[config.mk]
export PLATFORM = sky130hd
export DESIGN_NAME = dmem_bus_arbiter
export DESIGN_NICKNAME = d
export VERILOG_FILES = /design/src/rtl/dmem_bus_arbiter_pkg.sv /design/src/rtl/dmem_bus_arbiter_rr_pick.sv /design/src/rtl/dmem_bus_arbiter.sv
export SDC_FILE = /design/constraint.sdc
export NUM_CORES = 1
export LEC_CHECK = 0
export BUFFER_PORTS_ARGS = -buffer_cell sky130_fd_sc_hd__buf_2
export CORE_MARGIN = 5
export CORE_UTILIZATION = 30
export DETAILED_ROUTE_END_ITERATION = 8
export PLACE_DENSITY = 0.59
export SYNTH_ARGS = -nofsm -noshare
export SYNTH_HDL_FRONTEND = slang
export SYNTH_SLANG_ARGS = --single-unit
[constraint.sdc]
create_clock -name clk -period 2.3 [get_ports clk]
set_input_delay 0.115 -clock clk [delete_from_list [all_inputs] [get_ports clk]]
set_output_delay 0.115 -clock clk [all_outputs]
set_load 0.05 [all_outputs]
[src/rtl/dmem_bus_arbiter_pkg.sv]
// Shared definitions for the data-memory bus arbiter.
//   BUS_W       : width of the data-memory address / data bus
//   HOLD_W      : width of the grant hold counter
//   arb_state_e : arbiter FSM states (ARB_IDLE = no grant, ARB_OWNED = one grant)
//   idx_width() : bits needed to hold a master index (at least 1)
package dmem_bus_arbiter_pkg;

  localparam int unsigned BUS_W  = 8;
  localparam int unsigned HOLD_W = 8;

  typedef enum logic [0:0] {
    ARB_IDLE  = 1'b0,
    ARB_OWNED = 1'b1
  } arb_state_e;

  function automatic int unsigned idx_width(input int unsigned n);
    return (n > 1) ? $clog2(n) : 1;
  endfunction

endpackage

[src/rtl/dmem_bus_arbiter_rr_pick.sv]
// Combinational round-robin select.
//   req        : request vector
//   mask       : masters excluded from selection
//   last       : index of the most recent owner; the search starts at last+1
//   winner     : one-hot winner (zero when nothing is eligible)
//   winner_idx : binary index of the winner
//   valid      : some master was selected
module rr_pick
  import dmem_bus_arbiter_pkg::*;
#(
  parameter  int unsigned NUM_MST = 4,
  localparam int unsigned IDX_W   = idx_width(NUM_MST)
) (
  input  logic [NUM_MST-1:0] req,
  input  logic [NUM_MST-1:0] mask,
  input  logic [IDX_W-1:0]   last,
  output logic [NUM_MST-1:0] winner,
  output logic [IDX_W-1:0]   winner_idx,
  output logic               valid
);

  logic [NUM_MST-1:0] eligible;
  logic [IDX_W-1:0]   scan_idx;

  assign eligible = req & ~mask;

  // Visit last+1, last+2, ... wrapping modulo NUM_MST; last itself is visited
  // last of all, so the previous owner has the lowest priority.
  always_comb begin
    winner     = '0;
    winner_idx = '0;
    valid      = 1'b0;
    scan_idx   = '0;
    for (int unsigned k = 1; k <= NUM_MST; k++) begin
      scan_idx = IDX_W'((32'(last) + k) % NUM_MST);
      if (!valid && eligible[scan_idx]) begin
        valid      = 1'b1;
        winner_idx = scan_idx;
      end
    end
    winner[winner_idx] = valid;
  end

endmodule

[src/rtl/dmem_bus_arbiter.sv]
// Round-robin arbiter for the shared 8-bit data-memory bus.
//   clk, rst_n           : clock, asynchronous active-low reset
//   mst_req              : per-master level request
//   mst_grant            : registered per-master grant, one-hot or zero
//   mst_addr/mst_wdata   : master i bus fields in bits [8i+7:8i]
//   mst_wr/mst_rd        : per-master strobes
//   slv_addr/wr/rd/wdata : bus fields of the current owner, zero when idle
//   busy                 : a grant is active
//   hold_timeout         : one-cycle pulse after the watchdog revoked a grant
// A grant is kept while its owner requests; the watchdog revokes a grant after
// MAX_HOLD consecutive cycles (0 disables it) and masks that master until it
// drops its request.
module dmem_bus_arbiter
  import dmem_bus_arbiter_pkg::*;
#(
  parameter int unsigned NUM_MST  = 4,
  parameter int unsigned MAX_HOLD = 64
) (
  input  logic                       clk,
  input  logic                       rst_n,
  input  logic [NUM_MST-1:0]         mst_req,
  output logic [NUM_MST-1:0]         mst_grant,
  input  logic [BUS_W*NUM_MST-1:0]   mst_addr,
  input  logic [NUM_MST-1:0]         mst_wr,
  input  logic [NUM_MST-1:0]         mst_rd,
  input  logic [BUS_W*NUM_MST-1:0]   mst_wdata,
  output logic [BUS_W-1:0]           slv_addr,
  output logic                       slv_wr,
  output logic                       slv_rd,
  output logic [BUS_W-1:0]           slv_wdata,
  output logic                       busy,
  output logic                       hold_timeout
);

  localparam int unsigned IDX_W = idx_width(NUM_MST);
  localparam logic [HOLD_W-1:0] HOLD_LAST = HOLD_W'(MAX_HOLD - 1);
  localparam logic WDOG_EN = (MAX_HOLD != 0);

  arb_state_e          state_q, state_d;
  logic [NUM_MST-1:0]  grant_q, grant_d;
  logic [NUM_MST-1:0]  mask_q, mask_d;
  logic [IDX_W-1:0]    last_q, last_d;
  logic [HOLD_W-1:0]   hold_cnt_q, hold_cnt_d;
  logic                hold_timeout_q, hold_timeout_d;

  logic [NUM_MST-1:0]  cand_req;
  logic [NUM_MST-1:0]  pick_onehot;
  logic [IDX_W-1:0]    pick_idx;
  logic                pick_valid;
  logic                owner_req;
  logic                hold_expired;

  // The current owner is excluded from candidacy, so the same pick serves the
  // idle case (grant_q is zero), a release and a watchdog revocation.
  assign cand_req = mst_req & ~grant_q;

  rr_pick #(
    .NUM_MST (NUM_MST)
  ) u_rr_pick (
    .req        (cand_req),
    .mask       (mask_q),
    .last       (last_q),
    .winner     (pick_onehot),
    .winner_idx (pick_idx),
    .valid      (pick_valid)
  );

  assign owner_req    = |(mst_req & grant_q);
  assign hold_expired = WDOG_EN && (hold_cnt_q == HOLD_LAST);

  always_comb begin
    state_d        = state_q;
    grant_d        = grant_q;
    last_d         = last_q;
    hold_cnt_d     = hold_cnt_q;
    hold_timeout_d = 1'b0;
    // A mask bit survives only while its master keeps requesting.
    mask_d         = mask_q & mst_req;

    case (state_q)
      ARB_IDLE: begin
        if (pick_valid) begin
          state_d    = ARB_OWNED;
          grant_d    = pick_onehot;
          last_d     = pick_idx;
          hold_cnt_d = '0;
        end
      end
      ARB_OWNED: begin
        if (owner_req && !hold_expired) begin
          hold_cnt_d = hold_cnt_q + HOLD_W'(1);
        end else begin
          // Revocation only applies to an owner still requesting; a voluntary
          // release on the expiry cycle is an ordinary release.
          if (owner_req) begin
            hold_timeout_d = 1'b1;
            mask_d         = mask_d | grant_q;
          end
          hold_cnt_d = '0;
          if (pick_valid) begin
            grant_d = pick_onehot;
            last_d  = pick_idx;
          end else begin
            state_d = ARB_IDLE;
            grant_d = '0;
          end
        end
      end
      default: begin
        state_d = ARB_IDLE;
        grant_d = '0;
      end
    endcase
  end

  always_ff @(posedge clk or negedge rst_n) begin
    if (!rst_n) begin
      state_q        <= ARB_IDLE;
      grant_q        <= '0;
      mask_q         <= '0;
      last_q         <= IDX_W'(NUM_MST - 1);
      hold_cnt_q     <= '0;
      hold_timeout_q <= 1'b0;
    end else begin
      state_q        <= state_d;
      grant_q        <= grant_d;
      mask_q         <= mask_d;
      last_q         <= last_d;
      hold_cnt_q     <= hold_cnt_d;
      hold_timeout_q <= hold_timeout_d;
    end
  end

  // AND-OR merge from the registered grant: at most one term is non-zero.
  always_comb begin
    slv_addr  = '0;
    slv_wr    = 1'b0;
    slv_rd    = 1'b0;
    slv_wdata = '0;
    for (int unsigned i = 0; i < NUM_MST; i++) begin
      slv_addr  = slv_addr  | (mst_addr[BUS_W*i +: BUS_W]  & {BUS_W{grant_q[i]}});
      slv_wdata = slv_wdata | (mst_wdata[BUS_W*i +: BUS_W] & {BUS_W{grant_q[i]}});
      slv_wr    = slv_wr    | (mst_wr[i] & grant_q[i]);
      slv_rd    = slv_rd    | (mst_rd[i] & grant_q[i]);
    end
  end

  assign mst_grant    = grant_q;
  assign busy         = (state_q == ARB_OWNED);
  assign hold_timeout = hold_timeout_q;

endmodule

# Word level (Yosys, flattened, before mapping)
# Cells that the tools add are included.
# word_totals
reg_bits	20
out_inout_bits	24
in_bits	78
wordCells	105
# op_classes
reduce_logical	11
eq_ne	3
add_sub_neg	5
n_lt_le_gt_ge	6
n_mux	37
bitwise	37
# ops
operator	n
AND 8 bit	8
OR 8 bit	6
two-way mux 4 bit	6
AND 4 bit	5
two-way mux 8 bit	2
one-hot mux 8 bit (2 select lines)	1
< comparator 2 x 3 -> 1 bit (second input constant)	5
two-way mux 1 bit	14
two-way mux 2 bit	6
adder 8 x 1 -> 8 bit (second input constant)	1
AND 1 bit	8
binary-select mux 1 bit (select 2 bit)	4
== test 8 x 6 -> 1 bit (second input constant)	1
NOT 4 bit	2
one-hot mux 4 bit (2 select lines)	1
OR 1 bit	6
logical AND 1 bit	5
adder 2 x 1 -> 2 bit (second input constant)	2
adder 2 bit (second input constant)	2
logical NOT 1 bit	4
inequality test 2 bit (second input constant)	2
OR 4 bit	1
one-hot mux 2 bit (2 select lines)	1
OR reduction 4 bit	1
5 further kinds	5

# Logic depth before layout (Yosys ltp)
# Gate-level depths: netlist of run 1.
# logic_depth
word_depth	23
depth_mapped	6
depth_no_buf	6

# By module
# Synthesis of run 1 repeated with hierarchy kept, for this count alone.
# unflattened
cells_unflattened	178
hier_area_um2	1562.7
# by_module_without_submodules
mod	seq_area_each_um2	area_each_um2	instances	cells_per_inst
dmem_bus_arbiter	503.0	1327.5	1	141
rr_pick	0.0	235.2	1	37

# Least setup slack after synthesis of run 1
# OpenSTA, ideal clock, no wires.
# synth_path
kind	register -> register
start	reg grant_q[2], in the netlist mst_grant[2]
end	reg grant_q[2], in the netlist mst_grant[2]
stages_incl_launch_ff	7
required_ns	2.179
setup_time_ns	0.121
n_path_buf	1
arrival_ns	1.693
slack_ns	0.486
period_less_slack_ns	1.814
path_cell_list	dfrtp_1 nor3b_2 nor4_2 nor2b_1 buf_2 or2_4 a22o_1
# synth_between
elab_chain_len	23
word_cells_on_any_way	41
cone_classes	order compare: 2; eq/ne: 2; mux: 22; bitwise: 5; reduce/logical: 10
# synth_lines
element	line	text
start: declaration	dmem_bus_arbiter.sv:40	logic [NUM_MST-1:0] grant_q, grant_d;
start signal: assignment	dmem_bus_arbiter.sv:126	grant_q <= grant_d;
NOT 4 bit	dmem_bus_arbiter.sv:55	assign cand_req = mst_req & ~grant_q;
AND 4 bit	dmem_bus_arbiter.sv:55	
AND 4 bit	dmem_bus_arbiter_rr_pick.sv:25	assign eligible = req & ~mask;
binary-select mux 1 bit (select 2 bit)	dmem_bus_arbiter_rr_pick.sv:36	if (!valid && eligible[scan_idx]) begin
two-way mux 1 bit (not written as such)	dmem_bus_arbiter_rr_pick.sv:36	
two-way mux 1 bit	dmem_bus_arbiter_rr_pick.sv:36	
logical NOT 1 bit	dmem_bus_arbiter_rr_pick.sv:36	
logical AND 1 bit	dmem_bus_arbiter_rr_pick.sv:36	
(+7 left out)	n/a	
< comparator 2 x 3 -> 1 bit (not written as such) or greater-or-equal comparator 2 x 1 -> 1 bit (tied branches)	dmem_bus_arbiter_rr_pick.sv:41	winner[winner_idx] = valid;
logical AND 1 bit (not written as such)	dmem_bus_arbiter_rr_pick.sv:41	
two-way mux 1 bit (not written as such)	dmem_bus_arbiter_rr_pick.sv:41	
demux 1 bit (select 2 bit)	n/a	
AND 4 bit (no line)	n/a	
two-way mux 4 bit	dmem_bus_arbiter.sv:100	if (pick_valid) begin
two-way mux 4 bit	dmem_bus_arbiter.sv:90	if (owner_req && !hold_expired) begin
one-hot mux 4 bit (2 select lines)	dmem_bus_arbiter.sv:80	case (state_q)
# Several ways; a longest one is shown, not always the timed one. The select of a mux whose other input is x is not followed.
# A chain may end at the register's enable or synchronous reset.

# Worst setup path after layout of run 1
# layout_path
start	reg hold_cnt_q[0]
end	reg grant_q[2], in the netlist mst_grant[2]
# layout_between
elab_chain_len	5
# layout_lines
element	line	text
start: declaration	dmem_bus_arbiter.sv:43	logic [HOLD_W-1:0] hold_cnt_q, hold_cnt_d;
start signal: assignment	dmem_bus_arbiter.sv:129	hold_cnt_q <= hold_cnt_d;
== test 8 x 6 -> 1 bit	dmem_bus_arbiter.sv:69	assign hold_expired = WDOG_EN && (hold_cnt_q == HOLD_LAST);
logical NOT 1 bit	dmem_bus_arbiter.sv:90	
logical AND 1 bit	dmem_bus_arbiter.sv:90	
inequality test 2 bit (no line)	n/a	
AND reduction 2 bit (no line)	n/a	
# No other way between the ends.

==> results.json, run 1 <==
{
  "n_antenna_cell": 0,
  "wl_met2_mm": 2.58,
  "initial_utilization": 0.305,
  "period_minus_slack_ns": 1.81,
  "max_freq_mhz": 553,
  "leakage_nw": 1.05,
  "ys.flop_type": "dfrtp_1",
  "nFillCells": 487,
  "r2r_start": "hold_cnt_q[0]$_DFFE_PN0P_",
  "fin_util": 0.446,
  "place_hpwl_mm": 3.82,
  "cp-startpoint": "hold_cnt_q[0]$_DFFE_PN0P_",
  "grt_usage": 0.147,
  "grt_overflow_total": 0,
  "async_flop_share": 1.00,
  "status": "finished, final reports clean",
  "routedWlPerCell_um": 15.6,
  "synth.most_common_cell": "a22oi_1",
  "routed_wl_mm": 4.91,
  "clock_sinks": 20,
  "drv_cap": 0,
  "seq_area_frac_synth": 0.357,
  "holdWs_ns": 0.113,
  "core_area_um2": 4630,
  "port_buffers": 101,
  "firstDrtPassIters": 5,
  "cts_setup_buffers": 0,
  "die_area_um2": 6170,
  "yosys.area.top_type": "dfrtp_1",
  "reg2reg_depth": 6,
  "cts_max_level": 1,
  "yosys_warnings": 0,
  "grt_start_max_net_pins": 22,
  "fin_cells": 315,
  "report.final.slew_viol_count": 0,
  "dr_wl_met3_um": 233,
  "die_h_um": 78.6,
  "ys_seq_elements": 20,
  "cp.arrival_ns": 1.97,
  "route.vias.total": 1615,
  "synth_cell_type_count": 39,
  "area_growth_pct": 46.6,
  "antenna_found_initial": 0,
  "ir_worst_vdd_mv": 0.582,
  "cts_tree": "built",
  "worstReg2RegEnd": "mst_grant[2]$_DFFE_PN0P_",
  "boundaryPins": 102,
  "timing.slew.headroom": 0.704,
  "setup_viol": 0,
  "skew_ns": 0.00501,
  "clockBufferDepth": 2,
  "endpoint_kind": "register",
  "dp_cells": 310,
  "syn_area_per_cell_um2": 8.87,
  "rows": 25,
  "required_ns": 2.46,
  "yosysTopAreaCellShare": 0.319,
  "setup_ws_ns": 0.491,
  "synth_common_cells": "a22oi_1, nand2_1, dfrtp_1",
  "path_max_fanout": 8,
  "crit_type": "register to register",
  "tightest_slew_ns": 0.444,
  "grt_pass1_vias": 1450,
  "path_clk_slew_ns": 0.08,
  "worstSkewPairLatency_ns": 0.26,
  "cts-root-buf": "clkbuf_8",
  "rsz0062_at_grt": "no",
  "rrSetupSlack_ns": 0.49,
  "finalNetCount": 341,
  "drive_gt1_frac": 0.479,
  "routed.top_layer": "met4",
  "grt_pass1_wl_mm": 7.38,
  "drc": 0,
  "hold_viol": 0,
  "final.period_utilization": 0.787,
  "cp-start-kind": "register",
  "via_per_inst": 5.13,
  "setup.worst_path.end": "mst_grant[2]$_DFFE_PN0P_",
  "setup_tns_ns": 0,
  "syn_area_um2": 1410,
  "synth_edf_count": 0,
  "hp-class": "primary input to register",
  "cts_buffers": 3,
  "synthTopCellsByArea": "dfrtp_1, a22oi_1, nand2_1",
  "drt-met1-wl_mm": 2.05,
  "synth_nets": 238,
  "ant_nets": 0,
  "drtIter0Drc": 110,
  "power_density_nw_per_um2": 1260,
  "die_w_um": 78.6,
  "place_ws_ns": 0.498,
  "gp_congestion": 0.861,
  "syn_inst": 159
}
report_power, final:
group	total, W	leakage (nW)	internal (W)	switching (W)
Sequential	0.000506	0.263	0.000430	0.0000760
Combinational	0.00174	0.752	0.000509	0.00123
Clock	0.000353	0.0357	0.000232	0.000120
Total	0.00260	1.05	0.00117	0.00143
timing repair:
item                                   4_1_cts  5_1_grt
hold buffers                                 1        0
endpoints found under the hold margin       18        0
resized for setup                            0        0
cell usage in the layout (no fill, tap or decap), types with 3 or more instances in the layout:
cell      Yosys  routed
a22o_1        9       9
a22oi_1      36      36
buf_2         1     101
buf_4         1       6
clkbuf_8      0       3
dfrtp_1      18      18
nand2_1      25      25
nand3_1       4       4
nor2_1        6       6
nor3b_2       4       4
o21ai_0       4       4
o21ai_1       8       8
final cells by class:
class,count,area [um^2],share of cell area
Clock buffer,3,41.3,0.0200
Tap cell,54,67.6,0.0327
Multi-Input combinational cell,128,861,0.416
Timing Repair Buffer,108,561,0.271
Sequential cell,20,503,0.243
Clock inverter,1,30.0,0.0145
Inverter,1,3.75,0.00182
worst max-delay path, cell delays in order, from the launching register on:
cell     delay [ns]
dfrtp_1        0.39
ha_1           0.22
nand3_2        0.14
nor4_4         0.34
nor2_2         0.15
or2_4          0.29
a22o_1         0.18
routing by layer:
| layer | vias to the layer above | track usage |
|---|---|---|
| met5 | - | 0 |
| met4 | 0 | 0.0262 |
| met3 | 4 | 0.0310 |
| met2 | 40 | 0.245 |
| met1 | 751 | 0.197 |
| li1 | 820 | - |
registers in the layout, indices dropped and copies added (netlist names):
| register | flops |
|---|---|
| hold_timeout | 1 |
| last_q | 2 |
| hold_cnt_q | 8 |
| mask_q | 4 |
| mst_grant | 4 |
| busy | 1 |
per-stage QoR:
stage | instance area (um^2) | total power (W)
after detailed placement | 1990 | 0.00225
final | 2070 | 0.00260
after CTS | 2070 | 0.00262
after global placement | 1990 | 0.00225
after floorplan | 1410 | 0.00183
after global routing | 2070 | 0.00275
kinds of logic (layout without fill, tap and decap cells):
logic type               after synthesis  count (layout)  synth area share
adder cells (fa/ha/maj)                1               1           0.00887
AND/OR/NAND/NOR                       57              57             0.236
multiplexers                           2               2            0.0151
AO/OA/AOI/OAI                         68              68             0.350
flip-flops                            20              20             0.357
buffers and inverters                 11             113            0.0328
how the worst min path moves through the flow:
| stage | depth (start not counted) | end | from | slack [ns] |
|---|---|---|---|---|
| 2_1_floorplan | 0 | busy$_DFF_PN0_ | rst_n | -0.18 |
| 3_3_place_gp | 1 | hold_cnt_q[3]$_DFFE_PN0P_ | rst_n | 0.09 |
| 3_5_place_dp | 1 | hold_cnt_q[0]$_DFFE_PN0P_ | rst_n | 0.09 |
| 4_1_cts | 2 | mask_q[0]$_DFF_PN0_ | mst_req[0] | 0.11 |
| 5_1_grt | 2 | mask_q[2]$_DFF_PN0_ | mst_req[2] | 0.12 |
| 6_report | 2 | mask_q[0]$_DFF_PN0_ | mst_req[0] | 0.11 |
(Power assumes the default switching activity.)
==> run 2, diff against run 1 <==
- clock period: 2.3 -> 1.7 ns (I/O delays scaled with it)
==> run 2 against run 1 <==
  * Critical path depth fell by 1
  * Via count up 2.7%
  * Global-route usage is 0.61 points higher
  * Power is 35% higher
  * Register-to-register slack worse by 0.44 ns
  * Clock power increased by 2%
  * Sequential share of layout area is 0.70 points lower
  * First-iteration DRC count fell by 15%
  * Non-clock buffer count increased by 7
  * Highest routed layer unchanged
  * Clock-buffer cell count up 1
  * Clock skew is 0.0039 ns lower
  * Final cell count increased by 2.2%
==> results.json, run 2 (synthesized netlist as in run 1, its figures left out) <==
{
  "cpMaxStageDelayCell": "dfrtp_2",
  "hp-class": "primary input to register",
  "setup_ws_ns": 0.0486,
  "port_buffers": 101,
  "largest-register": "hold_cnt_q",
  "grt_usage": 0.153,
  "multi_input_area_um2": 902,
  "place_ws_ns": 0.0156,
  "finalNetCount": 348,
  "path_buf_inv": 0,
  "grt_overflow_total": 0,
  "mostFrequentLayoutCell": "buf_2",
  "crit_path_max_incr_delay_ns": 0.45,
  "period_minus_slack_ns": 1.65,
  "skew_ns": 0.00109,
  "timing.slew.headroom": 0.706,
  "routedWlPerCell_um": 15.3,
  "ir_worst_vdd_mv": 0.919,
  "cp-startpoint": "mst_grant[1]$_DFFE_PN0P_",
  "core_area_um2": 4630,
  "seqPwrFrac": 0.200,
  "rows": 25,
  "leakage_nw": 1.08,
  "route.vias.total": 1658,
  "holdWs_ns": 0.0888,
  "dp_cells": 315,
  "hold_viol": 0,
  "cts-root-buf": "clkbuf_8",
  "die_w_um": 78.6,
  "setup_viol": 0,
  "p_total_w": 0.00350,
  "crit_family": "simple AND/OR/NAND/NOR gates",
  "drc": 0,
  "nFillCells": 446,
  "drtIter0Drc": 94,
  "p_switching_w": 0.00195,
  "path_clk_slew_ns": 0.07,
  "worstSkewPairLatency_ns": 0.26,
  "n_antenna_cell": 0,
  "rsz0062_at_grt": "yes",
  "antenna_found_initial": 0,
  "ant_nets": 0,
  "area_growth_pct": 52.4,
  "firstDrtPassIters": 4,
  "report.final.slew_viol_count": 0,
  "setup_tns_ns": 0,
  "internal_power_w": 0.00155,
  "path_max_fanout": 6,
  "final.period_utilization": 0.971,
  "cp_cell_sequence": "or3b_1, o32a_1, nand2_1, nor2_1, a22o_1",
  "clockBufferDepth": 2,
  "p_comb_frac": 0.697,
  "gp_congestion": 0.868,
  "drive_gt1_frac": 0.515,
  "boundaryPins": 102,
  "routed_wl_mm": 4.92,
  "pwr-share-clk": 0.103,
  "status": "finished, final reports clean",
  "cts_buffers": 3,
  "grt_pass1_wl_mm": 7.71,
  "grt_start_max_net_pins": 22,
  "power_density_nw_per_um2": 1630,
  "die_area_um2": 6170,
  "largest_register_ffs": 8,
  "max_freq_mhz": 606,
  "r2r_start": "mst_grant[1]$_DFFE_PN0P_",
  "via_per_inst": 5.15,
  "final_cell_mix": "buf_2, a22oi_1, nand2_1",
  "grt_pass1_vias": 1595,
  "place_hpwl_mm": 3.90,
  "endpoint_kind": "register",
  "required_ns": 1.85,
  "hold_start": "mst_req[0]",
  "die_h_um": 78.6,
  "drv_cap": 0,
  "cp-start-kind": "register",
  "regArea_um2": 508,
  "switching_share": 0.558,
  "tightest_slew_ns": 0.441,
  "cts_max_level": 1,
  "fin_cells": 322,
  "cts_tree": "built",
  "cp.arrival_ns": 1.80,
  "initial_utilization": 0.305,
  "crit_type": "register to register",
  "rrSetupSlack_ns": 0.05,
  "clock_sinks": 20
}
## run 2: layout make-up
| cell class | instances | share of cell area |
|---|---|---|
| tap | 54 | 0.0314 |
| sequential | 20 | 0.236 |
| timing repair buffer | 115 | 0.285 |
| multi-input combinational | 128 | 0.420 |
| clock buffer | 4 | 0.0256 |
| inverter | 1 | 0.00175 |
## run 2: through the flow
step / util / instance area [um^2]
after floorplan: - / 1430
after global placement: 0.441 / 2040
after detailed placement: 0.441 / 2040
after CTS: 0.456 / 2110
after global routing: 0.464 / 2150
final: 0.464 / 2150
## run 2: metal layers
| layer | track usage | up-vias | routed length, um |
|---|---|---|---|
| met5 | 0 | - | 0 |
| met4 | 0.0490 | 0 | 55 |
| met3 | 0.0229 | 6 | 249 |
| met2 | 0.255 | 47 | 2550 |
| met1 | 0.203 | 760 | 2060 |
| li1 | - | 845 | - |
## run 2: power by group through the flow
stage          clock [W]  combinational (W)  sequential [W]
2_1_floorplan          0            0.00167        0.000815
3_3_place_gp           0            0.00244        0.000696
3_5_place_dp           0            0.00243        0.000700
4_1_cts         0.000377            0.00244        0.000690
5_1_grt         0.000395            0.00264        0.000719
6_report        0.000359            0.00244        0.000702
## run 2: worst paths after layout
kind / to / cells after the start
setup / recovery: mst_grant[3]$_DFFE_PN0P_ / 5
hold / removal: mask_q[0]$_DFF_PN0_ / 2
setup reg to reg: mst_grant[3]$_DFFE_PN0P_ / 5
hold reg to reg: last_q[0]$_DFFE_PN1P_ / 2
max in group asynchronous: last_q[0]$_DFFE_PN1P_ / 2
min in group asynchronous: hold_cnt_q[1]$_DFFE_PN0P_ / 2
## run 2: worst reg2reg max path, cell delays in order, from the launching register on
cell and delay [ns]:
dfrtp_2 0.45, or3b_1 0.41, o32a_1 0.30, nand2_1 0.08
nor2_1 0.07, a22o_1 0.23
## run 2: timing repair
item,CTS,global route
endpoints found under the hold margin,18,0
gates resized for setup,1,4
setup buffers,0,2
pin swaps,1,5
endpoints found under the setup margin,6,11
hold buffers,1,0
